--- config.mk ---
export PLATFORM = sky130hd
export DESIGN_NAME = drv_prsnt_debounce
export DESIGN_NICKNAME = d
export VERILOG_FILES = /design/src/rtl/drv_prsnt_debounce.sv
export SDC_FILE = /design/constraint.sdc
export NUM_CORES = 1
export LEC_CHECK = 0
export CORE_MARGIN = 1.5
export CORE_UTILIZATION = 52
export DETAILED_ROUTE_END_ITERATION = 16
export GPL_TIMING_DRIVEN = 0
export PLACE_DENSITY_LB_ADDON = 0.05
export SLEW_MARGIN = 15
export SYNTH_ARGS = -nofsm -noshare
export SYNTH_HDL_FRONTEND = slang
export SYNTH_SLANG_ARGS = --single-unit
--- constraint.sdc ---
create_clock -name SYSCLK -period 3.2 [get_ports SYSCLK]
set_clock_uncertainty 0.2 [all_clocks]
set_input_delay 0.64 -clock SYSCLK [delete_from_list [all_inputs] [get_ports SYSCLK]]
set_output_delay 0.64 -clock SYSCLK [all_outputs]
set_load 0.02 [all_outputs]
--- src/rtl/drv_prsnt_debounce.sv ---
// Debounces the drive PRSNT/IDENT sample vectors once per sample tick, latches
// sticky W1C change flags and drives a maskable active-low interrupt.
module drv_prsnt_debounce #(
  parameter int          NUM_DRV    = 36,
  parameter logic [31:0] SAMPLE_DIV = 32'd2500000,
  parameter int          DEB_CNT    = 3
) (
  input  logic               SYSCLK,
  input  logic               RESET_N,
  input  logic [NUM_DRV-1:0] PRSNT,
  input  logic [NUM_DRV-1:0] IDENT,
  input  logic [NUM_DRV-1:0] CHG_CLR,
  input  logic [NUM_DRV-1:0] INT_MASK,
  output logic [NUM_DRV-1:0] PRSNT_DEB,
  output logic [NUM_DRV-1:0] IDENT_DEB,
  output logic [NUM_DRV-1:0] PRSNT_CHG,
  output logic [NUM_DRV-1:0] IDENT_CHG,
  output logic               INIT_DONE,
  output logic               INT_N
);

  localparam logic [3:0] CNT_LAST = 4'(DEB_CNT - 1);

  logic [31:0]        smp_cnt_q, smp_cnt_d;
  logic               tick_s;
  logic               init_done_q, init_done_d;
  logic [NUM_DRV-1:0] p_deb_q, p_deb_d, i_deb_q, i_deb_d;
  logic [NUM_DRV-1:0] p_chg_q, p_chg_d, i_chg_q, i_chg_d;
  logic [NUM_DRV-1:0] p_set_s, i_set_s;
  logic [3:0]         p_cnt_q [NUM_DRV];
  logic [3:0]         p_cnt_d [NUM_DRV];
  logic [3:0]         i_cnt_q [NUM_DRV];
  logic [3:0]         i_cnt_d [NUM_DRV];
  logic               int_n_q, int_n_d;

  // One debounce step for a single bit: returns {flip, next stability count}.
  function automatic logic [4:0] deb_step(input logic raw, input logic deb,
                                          input logic [3:0] cnt);
    logic [4:0] res;
    if (raw == deb) begin
      res = {1'b0, 4'd0};
    end else if (cnt >= CNT_LAST) begin
      res = {1'b1, 4'd0};
    end else begin
      res = {1'b0, cnt + 4'd1};
    end
    return res;
  endfunction

  assign tick_s = (smp_cnt_q == (SAMPLE_DIV - 32'd1));

  // Sample timer, snapshot/debounce, flag and interrupt next-state logic.
  always_comb begin
    logic [4:0] p_res, i_res;
    smp_cnt_d   = tick_s ? 32'd0 : (smp_cnt_q + 32'd1);
    init_done_d = init_done_q;
    p_deb_d     = p_deb_q;
    i_deb_d     = i_deb_q;
    p_cnt_d     = p_cnt_q;
    i_cnt_d     = i_cnt_q;
    p_set_s     = '0;
    i_set_s     = '0;
    p_res       = 5'd0;
    i_res       = 5'd0;
    if (tick_s && !init_done_q) begin
      // Initial snapshot loads directly and reports no events.
      p_deb_d     = PRSNT;
      i_deb_d     = IDENT;
      init_done_d = 1'b1;
    end else if (tick_s) begin
      for (int i = 0; i < NUM_DRV; i++) begin
        p_res      = deb_step(PRSNT[i], p_deb_q[i], p_cnt_q[i]);
        i_res      = deb_step(IDENT[i], i_deb_q[i], i_cnt_q[i]);
        p_set_s[i] = p_res[4];
        i_set_s[i] = i_res[4];
        p_deb_d[i] = p_deb_q[i] ^ p_res[4];
        i_deb_d[i] = i_deb_q[i] ^ i_res[4];
        p_cnt_d[i] = p_res[3:0];
        i_cnt_d[i] = i_res[3:0];
      end
    end else begin
      init_done_d = init_done_q;
    end
    // A set in the same cycle as a clear wins.
    p_chg_d = (p_chg_q & ~CHG_CLR) | p_set_s;
    i_chg_d = (i_chg_q & ~CHG_CLR) | i_set_s;
    int_n_d = ~|((p_chg_q | i_chg_q) & ~INT_MASK);
  end

  // State registers.
  always_ff @(posedge SYSCLK or negedge RESET_N) begin
    if (!RESET_N) begin
      smp_cnt_q   <= 32'd0;
      init_done_q <= 1'b0;
      p_deb_q     <= '0;
      i_deb_q     <= '0;
      p_chg_q     <= '0;
      i_chg_q     <= '0;
      int_n_q     <= 1'b1;
      for (int i = 0; i < NUM_DRV; i++) begin
        p_cnt_q[i] <= 4'd0;
        i_cnt_q[i] <= 4'd0;
      end
    end else begin
      smp_cnt_q   <= smp_cnt_d;
      init_done_q <= init_done_d;
      p_deb_q     <= p_deb_d;
      i_deb_q     <= i_deb_d;
      p_chg_q     <= p_chg_d;
      i_chg_q     <= i_chg_d;
      int_n_q     <= int_n_d;
      for (int i = 0; i < NUM_DRV; i++) begin
        p_cnt_q[i] <= p_cnt_d[i];
        i_cnt_q[i] <= i_cnt_d[i];
      end
    end
  end

  assign PRSNT_DEB = p_deb_q;
  assign IDENT_DEB = i_deb_q;
  assign PRSNT_CHG = p_chg_q;
  assign IDENT_CHG = i_chg_q;
  assign INIT_DONE = init_done_q;
  assign INT_N     = int_n_q;

endmodule

==> run_results.csv, run 1 <==
group,metric,value,unit
clocking,cts_num_sinks,466,
final_layout,drive_gt1_frac,0.111,
timing,relSlewSlack,0.176,
critical_path,critPathArrivalTime,3.32,ns
critical_path,crit_chain,"or4_1, nor4_1, clkbuf_4, buf_2, nand4_1, mux2_2",
place,place_congestion,0.884,
critical_path,slowest_stage,"or4_1",
yosys,syn_inst,2147,
grt,grt-ovfl-total,0,
critical_path,reg2reg_depth,6,
critical_path,reg2reg_slack,0.15,ns
yosys,synth.area.top_cells,"dfrtp_1 (50%), ha_1 (7.8%), mux2_2 (6.8%)",
final_layout,layout.nets,2788,
final_layout,syn2layout_area_growth,23.6,%
die,die_area,45800,um^2
grt,grt_pass1_vias,17100,
hold_path,holdPathEnd,"i_cnt_q[63]",
die,io_pins,292,
yosys,synth_fa_ha_area_frac,0.0784,
clocking,cts_tree,"yes",
final_layout,antennaDiodeCount,0,
timing,clock.fmax,0.328,GHz
timing,worstMarginPinSlew,1.23,ns
critical_path,r2r_start,"smp_cnt_q[11]",
timing,slew_violations,0,
hold_path,hold_path.class,"flop to flop",
yosys,syn-num-nets,2438,
hold_path,hp-start,"i_cnt_q[63]",
yosys,async_flop_share,1.00,
yosys,synth_seq_cells,466,
routing,drt-initial-drc-count,1133,
yosys,avgSynthCellArea,10.8,um^2
yosys,synthXorXnorAreaFrac,0.0375,
final_layout,post-route-util,0.650,
grt,grt_max_degree,104,
critical_path,worstPathRequired,3.47,ns
power_and_ir_drop,power_density,443,nW/um^2
yosys,syn_area,23100,um^2
clocking,h-tree-depth,2,
grt,grt_usage,0.282,
power_and_ir_drop,leakage,14.0,nW
hold_path,whs_path_depth,1,
yosys,synth-seq-area-share,0.504,
routing,finalWirelength,64400,um
clocking,numCtsBuffers,52,
yosys,synth.area.mux_share,0.132,
power_and_ir_drop,ir_drop,0.341,mV
clocking,post_cts_buffers,0,
die,die_x,214,um
critical_path,worst_setup_path_end_kind,"flop",
yosys,ys_warn_count,0,
routing,wl_per_cell,20.6,um
yosys,synth_edf_count,0,
yosys,synth_top_family_by_area,"simple AND/OR/NAND/NOR gates",
timing,fin_crit,3.05,ns
yosys,synth_ff_type,"dfrtp_1",
yosys,synth_top_area_cell,"dfrtp_1",
yosys,synth_top_cell_area_share,0.503,
routing,vias,17200,
grt,antenna_found_initial,5,
timing,setup_violations,0,
clocking,clk_latency,0.59,ns
power_and_ir_drop,power,12.7,mW
run_status,outcome,"finished, final reports clean",
die,core-area,44000,um^2
timing,hold_violations,0,
routing,dr.pass1.iters,5,
die,die-height,214,um
place,port_buffers,291,
routing,viasPerCell,5.48,
routing,drc,0,
clocking,cts_buffer_depth,3,
critical_path,worst-path-max-fanout,10,
job,cap_violations,0,
place,dp_hpwl,46500,um
critical_path,start_kind,"flop",
critical_path,max_stage_delay,0.55,ns
grt,grt_pass1_wl,99100,um
timing,rsz0062_at_grt,"no",
timing,post-route-period-util,0.953,
clocking,path_clk_slew,0.06,ns
die,start_util,0.526,
clocking,cts_root_buf,"clkbuf_16",
yosys,synth.distinct_cells,37,
yosys,yosys.area_share.simple,0.167,
final_layout,fillCellCount,3589,
routing,antenna_left,0,
yosys,synth-compound-area-share,0.0299,
die,num_rows,77,
critical_path,critPathKind,"flop to flop",
[Yosys cell counts, types with 27 or more instances]
cell type	n
buf_2	40
mux2i_1	144
nand2b_1	72
ha_1	145
o22ai_1	80
dfrtp_1	465
clkbuf_1	27
nor2_1	107
mux2_2	139
xor2_1	78
nor4_1	78
nand4_1	89
nand3_1	152
nand2_1	153
and2_1	72
inv_1	218
[worst max-delay path, delay by kind of cell, from the launching register on]
family	cells	cell delay, ns
flops	1	0.43
simple gates	3	1.16
mux	1	0.33
buf+inv	2	0.81
[routing by layer]
metal,global-route usage,part of all wire,up-vias,wire [um]
met5,0,0.00036,-,23
met4,0.0946,0.033,4,2160
met3,0.0665,0.069,115,4420
met2,0.449,0.46,454,29600
met1,0.381,0.44,8500,28300
li1,-,-,8078,-
[worst max-delay path by stage]
stage	cells past startpoint	slack, ns	from	to
floorplan	6	0.83	smp_cnt_q[11]	flop
global placement	1	-19.81	RESET_N	asynchronous set/reset pin
detailed placement	6	-0.44	smp_cnt_q[11]	flop
CTS	6	0.005	smp_cnt_q[11]	flop
global route	7	0.02	smp_cnt_q[11]	p_cnt_q[34]
finish	6	0.15	smp_cnt_q[11]	flop
[power breakdown]
part | leakage (nW) | internal, mW | switching (mW)
Combinational | 6.84 | 0.377 | 0.440
Clock | 0.836 | 3.39 | 2.47
Sequential | 6.33 | 5.94 | 0.0447
Total | 14.0 | 9.71 | 2.96
[logic make-up (layout without fill, tap and decap cells)]
logic type / count (synthesis) / in the layout
and+or+nand+nor: 750 / 750
adders and majority gates: 145 / 145
DFF: 466 / 466
muxes: 288 / 288
buffers and inverters: 293 / 683
AOI/OAI and AO/OA: 106 / 106
xor gates and xnor gates: 99 / 99
[layout by cell type (no fill, tap or decap), drive strengths merged, types with 2 or more instances in the layout]
master	n
or3	2
or4b	2
xor2	78
clkinvlp	3
or4	3
or2	2
xnor2	21
mux2i	144
nand2b	72
nor4	78
nand2	153
a21oi	3
dfrtp	465
and2	72
clkbuf	104
nand3	152
and3	9
nor2	107
clkinv	15
mux2	144
o22ai	80
clkdlybuf4s50	290
inv	218
buf	52
nand4	89
nor3	3
o21bai	15
ha	145
o2111ai	5
and4	3
[area by class of cell]
| class | instances | area [um^2] | area share |
|---|---|---|---|
| Sequential cell | 466 | 11700 | 0.408 |
| Clock buffer | 76 | 1570 | 0.0550 |
| Timing Repair Buffer | 296 | 3040 | 0.106 |
| Clock inverter | 18 | 97.6 | 0.00341 |
| Multi-Input combinational cell | 1388 | 10300 | 0.360 |
| Tap cell | 592 | 741 | 0.0259 |
| Inverter | 218 | 818 | 0.0286 |
| Buffer | 75 | 363 | 0.0127 |
[stage by stage]
step	TNS, ns	setup slack (ns)	hold slack, ns	instances	instance area [um^2]
6_report	0	0.150	0.288	3129	28600
5_1_grt	0	0.0211	0.301	3129	28600
4_1_cts	0	0.00488	0.292	3129	28600
3_5_place_dp	-22.05	-0.438	0.272	3034	26900
3_3_place_gp	-9214.74	-19.81	0.270	3030	26800
2_1_floorplan	0	0.832	0.144	2147	23100
[repair_timing]
item                       4_1_cts  5_1_grt
hold endpoints to repair        79        0
setup endpoints to repair       91       32
pin swaps                        0        0
resized for setup                2        3
hold buffers                     1        0
No activity file was read; power rests on OpenSTA's default activity.
==> inputs of run 2 (changes only) <==
--- a/config.mk
+++ b/config.mk
@@ -5,6 +5,7 @@
 export SDC_FILE = /design/constraint.sdc
 export NUM_CORES = 1
 export LEC_CHECK = 0
+export CORE_ASPECT_RATIO = 1.75
 export CORE_MARGIN = 1.5
 export CORE_UTILIZATION = 52
 export DETAILED_ROUTE_END_ITERATION = 16
==> run 2 against run 1 <==
Net effect: global-route usage is essentially flat; hold slack is essentially flat; cell count shrank 1.2%; clock power shrank 9.6%; sequential power is essentially flat; highest routed layer unchanged; worst setup slack lost 0.079 ns; routed wire length shrank 0.65%; core utilization shrank 0.63 points; first-iteration DRC count shrank 17%; critical path depth is the same; total power shrank 4.5%; sequential share of layout area grew 0.40 points.
==> run_results.csv, run 2 (synthesis gave the netlist of run 1 again) <==
group,metric,value,unit
timing,setup_violations,0,
routing,antenna_left,0,
critical_path,worstPathRequired,3.44,ns
power_and_ir_drop,power_density,427,nW/um^2
hold_path,hold_path.class,"flop to flop",
grt,antenna_found_initial,2,
final_layout,antennaDiodeCount,0,
timing,slew_violations,0,
final_layout,layout.nets,2781,
grt,grt_max_degree,105,
critical_path,critPathArrivalTime,3.37,ns
critical_path,crit_top_cell,"buf_2",
final_layout,mostFrequentLayoutCell,"dfrtp_1",
power_and_ir_drop,leakage,13.9,nW
job,cap_violations,0,
clocking,cts_buffer_depth,3,
clocking,path_clk_slew,0.07,ns
timing,rsz0062_at_grt,"no",
hold_path,holdPathEnd,"smp_cnt_q[31]",
critical_path,max_stage_delay,0.55,ns
critical_path,crit_chain,"or4_1, nor4_1, buf_2, buf_2, nand4_1, mux2_2",
die,die_area,45800,um^2
final_layout,syn2layout_area_growth,22.4,%
routing,dr.pass1.iters,5,
clocking,h-tree-depth,2,
die,start_util,0.526,
timing,finalSetupTns,0,ns
die,core-area,44000,um^2
place,place_congestion,0.930,
timing,worstMarginPinSlew,1.11,ns
clocking,clk_latency,0.56,ns
grt,grt_usage,0.283,
die,die-height,282,um
routing,vias,17000,
final_layout,fillCellCount,3648,
power_and_ir_drop,power,12.1,mW
timing,hold_violations,0,
grt,grt-ovfl-total,0,
critical_path,r2r_start,"smp_cnt_q[11]",
critical_path,crit_family,"simple AND/OR/NAND/NOR gates",
place,port_buffers,291,
final_layout,drive_gt1_frac,0.103,
routing,drt-initial-drc-count,936,
power_and_ir_drop,ir_drop,0.538,mV
critical_path,slowest_stage,"or4_1",
critical_path,setup.worst_path.start,"smp_cnt_q[11]",
run_status,outcome,"finished, final reports clean",
clocking,post_cts_buffers,0,
routing,wl_per_cell,20.7,um
clocking,cts_num_sinks,466,
clocking,numCtsBuffers,45,
critical_path,worst-path-max-fanout,10,
critical_path,crit_buf_inv,2,
routing,finalWirelength,64000,um
timing,relSlewSlack,0.253,
grt,grt_pass1_wl,98000,um
hold_path,hp-start,"smp_cnt_q[31]",
timing,clock.fmax,0.320,GHz
critical_path,critPathKind,"flop to flop",
die,num_rows,102,
grt,grt_pass1_vias,17600,
timing,fin_crit,3.13,ns
hold_path,whs_path_depth,1,
routing,drc,0,
timing,fin_ws,0.0709,ns
critical_path,start_kind,"flop",
critical_path,worst_setup_path_end_kind,"flop",
place,dp_slack,-0.345,ns
final_layout,final_cell_mix,"dfrtp_1 (465), clkdlybuf4s50_1 (290), inv_1 (218), nand2_1 (153), nand3_1 (152)",
timing,post-route-period-util,0.978,
routing,viasPerCell,5.51,
place,dp_hpwl,47600,um
clocking,cts_tree,"yes",
critical_path,reg2reg_slack,0.07,ns
clocking,cts_root_buf,"clkbuf_16",
die,io_pins,292,
critical_path,reg2reg_depth,6,
die,die_x,162,um
[run 2: worst max path at each step]
stage,end,slack (ns),depth (start not counted)
finish,flop,0.07,6
global route,asynchronous set/reset pin,0.03,5
CTS,p_cnt_q[20],0.01,7
detailed placement,flop,-0.35,6
global placement,p_cnt_q[38],-19.66,1
floorplan,flop,0.83,6
[run 2: metrics by stage]
step	hold WS [ns]	cells	util	instance area, um^2
after floorplan	0.144	2147	-	23100
after global routing	0.299	3091	0.643	28300
after detailed placement	0.273	3014	0.611	26900
final	0.287	3091	0.643	28300
after CTS	0.287	3091	0.643	28300
after global placement	0.259	3010	0.608	26800
[run 2: layout make-up]
cell class              instances  area, um^2  share of cell area
multi-input cells            1388       10300               0.364
flip-flops and latches        466       11700               0.412
clock buffers                  64        1280              0.0451
plain buffers                  75         360              0.0127
well taps                     572         716              0.0253
repair buffers                296        3040               0.107
clock inverters                12         144             0.00508
inverters                     218         818              0.0289
[run 2: what timing repair did]
item / in CTS / in global routing
hold buffers: 1 / 0
endpoints found under the hold margin: 73 / 0
endpoints found under the setup margin: 70 / 55
gates resized for setup: 3 / 4
[run 2: where the power goes]
part           switching [mW]  internal [mW]
Clock                    2.29           3.01
Sequential             0.0439           5.94
Combinational           0.434          0.376
[run 2: per-layer routing]
metal	vias up	track usage	routed length (um)	part of all wire
met5	-	0	13	0.00020
met4	2	0.126	2880	0.045
met3	126	0.0556	4060	0.063
met2	455	0.504	32600	0.51
met1	8426	0.327	24400	0.38
li1	8033	-	-	-
==> inputs of run 3 (changes only) <==
--- a/config.mk
+++ b/config.mk
@@ -5,9 +5,10 @@
 export SDC_FILE = /design/constraint.sdc
 export NUM_CORES = 1
 export LEC_CHECK = 0
-export CORE_ASPECT_RATIO = 1.75
+export CORE_ASPECT_RATIO = 0.9
 export CORE_MARGIN = 1.5
 export CORE_UTILIZATION = 52
+export CTS_CLUSTER_DIAMETER = 30
 export DETAILED_ROUTE_END_ITERATION = 16
 export GPL_TIMING_DRIVEN = 0
 export PLACE_DENSITY_LB_ADDON = 0.05
==> run 3 against run 2 <==
Net effect: die area is 0.11% lower; design area is 7.8% higher; worst setup slack better by 0.026 ns; core utilization is 5.0 points higher; routed wire length is 1.5% higher; fmax is 0.83% higher; sequential power hardly changed; critical path type unchanged; largest cell class unchanged; largest power group is now clock.
==> run_results.csv, run 3 (synthesis gave the netlist of run 1 again) <==
group,metric,value,unit
final_layout,drive_gt1_frac,0.141,
critical_path,worst_setup_path_end_kind,"flop",
grt,grt_max_degree,100,
power_and_ir_drop,leakage,14.9,nW
place,port_buffers,291,
timing,clock.fmax,0.322,GHz
critical_path,critPathKind,"flop to flop",
die,start_util,0.526,
routing,dr.pass1.iters,5,
grt,grt_pass1_wl,101000,um
die,core-area,44000,um^2
routing,drc,0,
power_and_ir_drop,power_density,575,nW/um^2
timing,finalSetupTns,0,ns
routing,drt-initial-drc-count,1101,
final_layout,mostFrequentLayoutCell,"dfrtp_1",
critical_path,reg2reg_slack,0.1,ns
final_layout,post-route-util,0.693,
critical_path,worst-path-max-fanout,10,
place,dp_hpwl,46200,um
place,place_congestion,0.860,
grt,grt-ovfl-total,0,
clocking,cts_root_buf,"clkbuf_16",
final_layout,layout.nets,2835,
routing,wl_per_cell,20.1,um
final_layout,final_cell_mix,"dfrtp_1 (465), clkdlybuf4s50_1 (290), inv_1 (218), nand2_1 (153), nand3_1 (152)",
final_layout,multiInputGateArea,10300,um^2
job,cap_violations,0,
final_layout,fillCellCount,3334,
clocking,cts_buffer_depth,3,
timing,rsz0062_at_grt,"no",
timing,setup_violations,0,
grt,antenna_found_initial,4,
clocking,h-tree-depth,3,
critical_path,start_kind,"flop",
final_layout,syn2layout_area_growth,31.9,%
hold_path,hold_path.class,"flop to flop",
clocking,path_clk_slew,0.05,ns
routing,finalWirelength,65000,um
timing,fin_crit,3.10,ns
final_layout,post_layout_nonfiller_instances,3228,
clocking,cts_num_sinks,466,
critical_path,worstPathRequired,3.50,ns
timing,holdWs,0.282,ns
grt,grt_usage,0.291,
critical_path,reg2reg_depth,6,
timing,hold_violations,0,
routing,vias,17500,
timing,relSlewSlack,0.272,
critical_path,critPathArrivalTime,3.41,ns
run_status,outcome,"finished, final reports clean",
clocking,clk_latency,0.62,ns
clocking,numCtsBuffers,98,
timing,slew_violations,0,
place,dp_cells,3043,
die,die_x,225,um
routing,antenna_left,0,
die,die_area,45800,um^2
die,die-height,203,um
clocking,cts_tree,"yes",
timing,post-route-period-util,0.970,
die,num_rows,73,
power_and_ir_drop,ir_drop,0.446,mV
hold_path,whs_path_depth,1,
final_layout,seq_area,11700,um^2
timing,worstMarginPinSlew,1.08,ns
clocking,post_cts_buffers,0,
die,io_pins,292,
grt,grt_pass1_vias,18200,
routing,viasPerCell,5.43,
## run 3: critical path, cell delays in order (launching register included)
cell and delay (ns):
dfrtp_1 0.41, or4_1 0.55, nor4_1 0.33, buf_2 0.48, buf_2 0.33, nand4_1 0.30
mux2_2 0.37
## run 3: final timing paths
check,start,end
setup / recovery,smp_cnt_q[22],flop
hold / removal,i_cnt_q[119],i_cnt_q[119]
setup reg to reg,smp_cnt_q[22],flop
hold reg to reg,i_cnt_q[119],i_cnt_q[119]
max in group asynchronous,RESET_N,p_cnt_q[124]
min in group asynchronous,RESET_N,i_cnt_q[86]
## run 3: per-layer routing
metal / routed length (um) / vias to the layer above / track usage
met2: 29700 / 511 / 0.453
met4: 2690 / 2 / 0.131
met5: 17 / - / 0
li1: - / 8197 / -
met1: 27800 / 8692 / 0.379
met3: 4830 / 140 / 0.0830
## run 3: report_power, final
| part | total (mW) | switching, mW | internal, mW |
|---|---|---|---|
| combinational | 0.818 | 0.438 | 0.380 |
| clock | 10.7 | 3.34 | 7.39 |
| sequential | 6.00 | 0.0459 | 5.96 |
| total | 17.6 | 3.83 | 13.7 |
## run 3: layout make-up
cell class,instances,share of cell area
clock buffers,129,0.0928
flip-flops and latches,466,0.382
inverters,218,0.0268
multi-input cells,1388,0.338
well taps,600,0.0246
diodes,2,0.000164
clock inverters,53,0.0232
repair buffers,297,0.100
plain buffers,75,0.0118
## run 3: repair_timing
action / 4_1_cts / 5_1_grt
hold buffers: 1 / 0
endpoints found under the hold margin: 62 / 0
setup endpoints to repair: 81 / 101
gates resized for setup: 2 / 8
## run 3: through the flow
step	instance area (um^2)	total power [mW]	setup slack, ns
after floorplan	23100	6.39	0.832
after global placement	26800	6.89	-20.01
after detailed placement	27000	6.91	-0.448
after CTS	30500	17.7	0.0207
after global routing	30500	18.1	0.00985
final	30500	17.6	0.0968
